## config.mk

```make
export PLATFORM = sky130hd
export DESIGN_NAME = neokeon_gamma_serial
export DESIGN_NICKNAME = d
export VERILOG_FILES = /design/src/rtl/neokeon_gamma_serial.sv
export SDC_FILE = /design/constraint.sdc
export NUM_CORES = 1
export LEC_CHECK = 0
export BUFFER_PORTS_ARGS = -buffer_cell sky130_fd_sc_hd__buf_4
export CORE_ASPECT_RATIO = 0.5
export CORE_MARGIN = 3
export CORE_UTILIZATION = 45
export DETAILED_ROUTE_END_ITERATION = 8
export PLACE_DENSITY = 0.74
export SLEW_MARGIN = 20
export SYNTH_ARGS = -nofsm -noshare
export SYNTH_HDL_FRONTEND = slang
export SYNTH_SLANG_ARGS = --single-unit
```

## constraint.sdc

```tcl
create_clock -name inClk -period 1.5 [get_ports inClk]
set_clock_uncertainty 0.2 [all_clocks]
set_input_delay 0.3 -clock inClk [delete_from_list [all_inputs] [get_ports inClk]]
set_output_delay 0.3 -clock inClk [all_outputs]
set_load 0.005 [all_outputs]
```

## src/rtl/neokeon_gamma_serial.sv

```systemverilog
// Bit-serial Neokeon Gamma: SLICE_W bits of each word per cycle, valid/ready on both sides.
// Optional macro NEOKEON_GAMMA_SELFTEST_EN adds a second Gamma pass that checks the involution.
module neokeon_gamma_serial #(
  parameter int SLICE_W = 8
) (
  input  logic         inClk,
  input  logic         inRst,
  input  logic         inValid,
  output logic         outReady,
  input  logic [127:0] inDataState,
  output logic         outValid,
  input  logic         inReady,
  output logic [127:0] outDataState
`ifdef NEOKEON_GAMMA_SELFTEST_EN
  ,
  output logic         outError
`endif
);

  localparam int N  = 32 / SLICE_W;
  localparam int CW = (N > 1) ? $clog2(N) : 1;
  localparam logic [CW-1:0] LAST = CW'(N - 1);
`ifdef NEOKEON_GAMMA_SELFTEST_EN
  localparam int LANES = 2;
`else
  localparam int LANES = 1;
`endif

  generate
    if (!(SLICE_W == 1 || SLICE_W == 2 || SLICE_W == 4 ||
          SLICE_W == 8 || SLICE_W == 16 || SLICE_W == 32)) begin : genBadSliceW
      $error("neokeon_gamma_serial: SLICE_W must be 1, 2, 4, 8, 16 or 32");
    end
  endgenerate

`ifdef NEOKEON_GAMMA_SELFTEST_EN
  typedef enum logic [1:0] {IDLE, RUN, CHECK, DONE} state_t;
`else
  typedef enum logic [1:0] {IDLE, RUN, DONE} state_t;
`endif

  state_t          stateReg, stateNext;
  logic [127:0]    dataReg;
  logic [CW-1:0]   cntReg;
  logic            lastSlice;
  logic [127:0]    laneIn  [LANES];
  logic [127:0]    laneOut [LANES];
`ifdef NEOKEON_GAMMA_SELFTEST_EN
  logic [127:0]    checkReg;
  logic [127:0]    shadowReg;
  logic            errorReg;
`endif

  // Gamma on one bit column {a0,a1,a2,a3}
  function automatic logic [3:0] gammaBit(input logic [3:0] a);
    logic x0, x1, x2, x3, t;
    x0 = a[3];
    x1 = a[2];
    x2 = a[1];
    x3 = a[0];
    x1 = x1 ^ (~x3 & ~x2);
    x0 = x0 ^ (x2 & x1);
    t  = x0;
    x0 = x3;
    x3 = t;
    x2 = x2 ^ (x0 ^ x1 ^ x3);
    x1 = x1 ^ (~x3 & ~x2);
    x0 = x0 ^ (x2 & x1);
    return {x0, x1, x2, x3};
  endfunction

  assign laneIn[0] = dataReg;
`ifdef NEOKEON_GAMMA_SELFTEST_EN
  assign laneIn[1] = checkReg;
`endif

  // Each lane transforms the low slice of every word and rotates it into the top
  genvar gl, gi;
  generate
    for (gl = 0; gl < LANES; gl++) begin : genLane
      logic [SLICE_W-1:0] s0, s1, s2, s3;
      for (gi = 0; gi < SLICE_W; gi++) begin : genBit
        assign {s0[gi], s1[gi], s2[gi], s3[gi]} =
          gammaBit({laneIn[gl][96+gi], laneIn[gl][64+gi], laneIn[gl][32+gi], laneIn[gl][gi]});
      end
      if (SLICE_W == 32) begin : genWhole
        assign laneOut[gl] = {s0, s1, s2, s3};
      end else begin : genRot
        assign laneOut[gl] = {s0, laneIn[gl][127:96+SLICE_W],
                              s1, laneIn[gl][95:64+SLICE_W],
                              s2, laneIn[gl][63:32+SLICE_W],
                              s3, laneIn[gl][31:SLICE_W]};
      end
    end
  endgenerate

  assign lastSlice = (cntReg == LAST);

  always_ff @(posedge inClk) begin
    if (inRst) begin
      stateReg <= IDLE;
    end else begin
      stateReg <= stateNext;
    end
  end

  always_comb begin
    stateNext = stateReg;
    case (stateReg)
      IDLE: if (inValid) stateNext = RUN;
`ifdef NEOKEON_GAMMA_SELFTEST_EN
      RUN:   if (lastSlice) stateNext = CHECK;
      CHECK: if (lastSlice) stateNext = DONE;
`else
      RUN:   if (lastSlice) stateNext = DONE;
`endif
      DONE: if (inReady) stateNext = IDLE;
      default: stateNext = IDLE;
    endcase
  end

  always_comb begin
    outReady = (stateReg == IDLE);
    outValid = (stateReg == DONE);
  end

  always_ff @(posedge inClk) begin
    if (inRst) begin
      dataReg   <= '0;
      cntReg    <= '0;
`ifdef NEOKEON_GAMMA_SELFTEST_EN
      checkReg  <= '0;
      shadowReg <= '0;
      errorReg  <= 1'b0;
`endif
    end else begin
      case (stateReg)
        IDLE: begin
          if (inValid) begin
            dataReg   <= inDataState;
            cntReg    <= '0;
`ifdef NEOKEON_GAMMA_SELFTEST_EN
            shadowReg <= inDataState;
`endif
          end
        end
        RUN: begin
          dataReg <= laneOut[0];
          cntReg  <= lastSlice ? '0 : cntReg + 1'b1;
`ifdef NEOKEON_GAMMA_SELFTEST_EN
          if (lastSlice) checkReg <= laneOut[0];
`endif
        end
`ifdef NEOKEON_GAMMA_SELFTEST_EN
        // Gamma is an involution: a second pass must reproduce the accepted input
        CHECK: begin
          checkReg <= laneOut[1];
          cntReg   <= lastSlice ? '0 : cntReg + 1'b1;
          if (lastSlice && (laneOut[1] != shadowReg)) errorReg <= 1'b1;
        end
`endif
        default: ;
      endcase
    end
  end

  assign outDataState = dataReg;
`ifdef NEOKEON_GAMMA_SELFTEST_EN
  assign outError = errorReg;
`endif

endmodule

```

==> flow_summary.yaml <==
cts:
  cts_root_buf: "clkbuf_16"
  ctsHoldBuffers: 0
  clkSlewWorstSetupHoldPaths_ps: 70
  cts_tree: "built"
  insertion_delay_ps: 430
  h-tree-depth: 4
  clock-sinks: 132
  clockBufferDepth: 2
  cts_inserted_buffers: 17
finish:
  antennaDiodeCount: 0
  drive_gt1_share_pct: 66.69
  final_util_pct: 80.55
  area_growth_pct: 73.10
  finalNetCount: 1447
logic_synthesis:
  ys_seq_elements: 132
  yosysTopAreaCell: "dfxtp_1"
  synth.area.top_cells: "dfxtp_1 (32%), or3b_1 (9.4%), nand2b_1 (6.2%)"
  synth_area_mm2: 0.008195
  yosys.cell_types.count: 42
  avgSynthCellArea_um2: 8.784
  ys.warnings.count: 0
  synth-main-ff-cell: "dfxtp_1"
  yosysSeqAreaShare_pct: 32.24
  synthTopCellsByCount: "dfxtp_1 (132), nor2_1 (117), or3b_1 (88), nand2b_1 (81), nor3_1 (59)"
  synth_edf_count: 0
  syn_nets: 1066
  synth_cells: 933
  async_flop_share_pct: 0
  synth_most_common_cell: "dfxtp_1"
  synth_top_area_share_pct: 32.24
hold_path:
  hold_class: "primary input to register"
  min_to: "outDataState[26]"
  hold_start: "inDataState[26]"
  worstHoldPathCells: 3
detailed_routing:
  num_vias: 9567
  first_pass_iters: 8
  drt_iter0_markers: 916
  vias_per_cell: 6.129
  ant_nets: 0
  drt_wl_total_mm: 38.33
  wl_per_cell_um: 24.56
  drc: 0
setup_path:
  rr_startpoint: "stateReg[0]"
  cp_max_fo: 7
  critical_path_required_ps: 1640
  critPathLaunchType: "register"
  arrival_ps: 1970
  setup.worst_path.class: "register to register"
  r2r-end: "outDataState[2]"
  end_kind: "register"
  r2r_cells: 7
  rrSetupSlack_ps: -330
global_route:
  grt_start_max_net_pins: 38
  grt_pass1_vias: 8828
  grt_pass1_wl_mm: 49.50
  grt_use_total_pct: 31.61
  grt_overflow_total: 0
  antenna_found_initial: 0
timing:
  layout_setup_ws_ps: -326.9
  slew_violations: 0
  fmax_ghz: 0.5474
  rsz0062_at_grt: "yes"
  min_period_over_period_pct: 121.8
  slew_headroom_pct: 73.39
  fin_crit_ps: 1827
  worst_slew_pin_slew_ps: 396.2
  setup_violations: 141
  hold_viol: 0
  whs_ps: 4.673
floorplan:
  die-area_mm2: 0.01997
  fp.coreArea_mm2: 0.01761
  std_cell_rows: 34
  fp.dieW_um: 196.9
  io_pins: 262
  start_util_pct: 46.53
  fp.dieH_um: 101.4
power_and_ir_drop:
  leakagePower_nw: 5.956
  power.density_mw_per_mm2: 902.5
  vdd.ir_drop.worst_v: 0.0009235
placed_design:
  hpwl_mm: 21.37
  place_congestion: 0.9044
  portBuffers: 261
run_status:
  violations: "negative setup slack"
  status: "finished with violations"
job:
  drv_cap: 0
## per-layer routing
metal	GRT usage (%)	up-vias	routed length [um]
li1	-	4074	-
met3	6.447	191	3772
met2	50.72	647	17220
met4	10.61	2	1803
met1	42.98	4653	15460
met5	0	-	74
## repair_timing
| action | CTS | global route |
|---|---|---|
| resized for setup | 235 | 200 |
| pin swaps | 53 | 77 |
| gates cloned | 13 | 11 |
| setup endpoints to repair | 162 | 150 |
| buffers inserted | 73 | 19 |
## registers in the layout, summed over array words and instances (netlist names)
register and flops:
stateReg 2, outDataState 128, cntReg 2
## worst max path at each step
stage                      from           endpoint  slack [ps]  cells past startpoint
global route        stateReg[0]   outDataState[61]        -360                      5
detailed placement      inValid   outDataState[72]        -230                      7
global placement    stateReg[0]  outDataState[121]        -180                      5
floorplan           stateReg[0]   outDataState[32]         -30                      6
CTS                 stateReg[0]           outValid        -280                      4
finish              stateReg[0]    outDataState[2]        -330                      7
## worst max-delay path, stage by stage (launching register included)
cell and delay [ps]:
dfxtp_4 440, buf_12 170, o21ba_4 260, buf_6 140, buf_12 130, buf_16 140
nor2_2 50, nor3_2 200
## per-stage QoR
step                power, mW  cells  worst slack, ps  area [um2]  TNS, ps
finish                  12.80   1561           -326.9       14190   -30070
global route            13.13   1561           -356.6       14190   -33310
CTS                     12.03   1547           -277.1       13270   -24370
detailed placement      7.427   1457           -233.9       11180   -17710
global placement        7.362   1457           -181.8       11180   -15140
floorplan               5.858    933           -32.29        8372    -2039
## layout by cell type (no fill, tap or decap), types with 24 or more instances in the layout
cell type and n:
a21oi_2 76, buf_12 33, buf_4 343, buf_6 47
clkbuf_16 28, dfxtp_1 85, dfxtp_4 32, mux2i_1 24
nand2b_1 81, nor2_1 38, nor2_2 42, nor2_4 37
nor3_1 36, nor3_2 68, or3b_1 50, or3b_4 46
## final cells by class
cell class	instances	area, um2
clock buffer	28	516.7
clock inverter	4	45.04
fill	983	3426
inverter	9	33.78
multi-input combinational	703	6133
sequential	132	2781
tap	234	292.8
timing repair buffer	451	4383
## cells by family after synthesis
family                   after synthesis  synth area share (%)
AO/OA/AOI/OAI                        174                 16.96
XOR/XNOR                               8                0.8550
multiplexers                          32                 4.031
buffers and inverters                 98                 7.847
AND/OR/NAND/NOR                      488                 37.91
flip-flops                           132                 32.24
adder cells (fa/ha/maj)                1                0.1526
## power by group
group          internal, mW  leakage [nW]  total [mW]  switching (mW)
clock                  2.50         0.278        4.15            1.66
sequential             3.86          1.12        4.33           0.469
combinational          2.36          4.56        4.32            1.96
No activity file was read; power rests on OpenSTA's default activity.
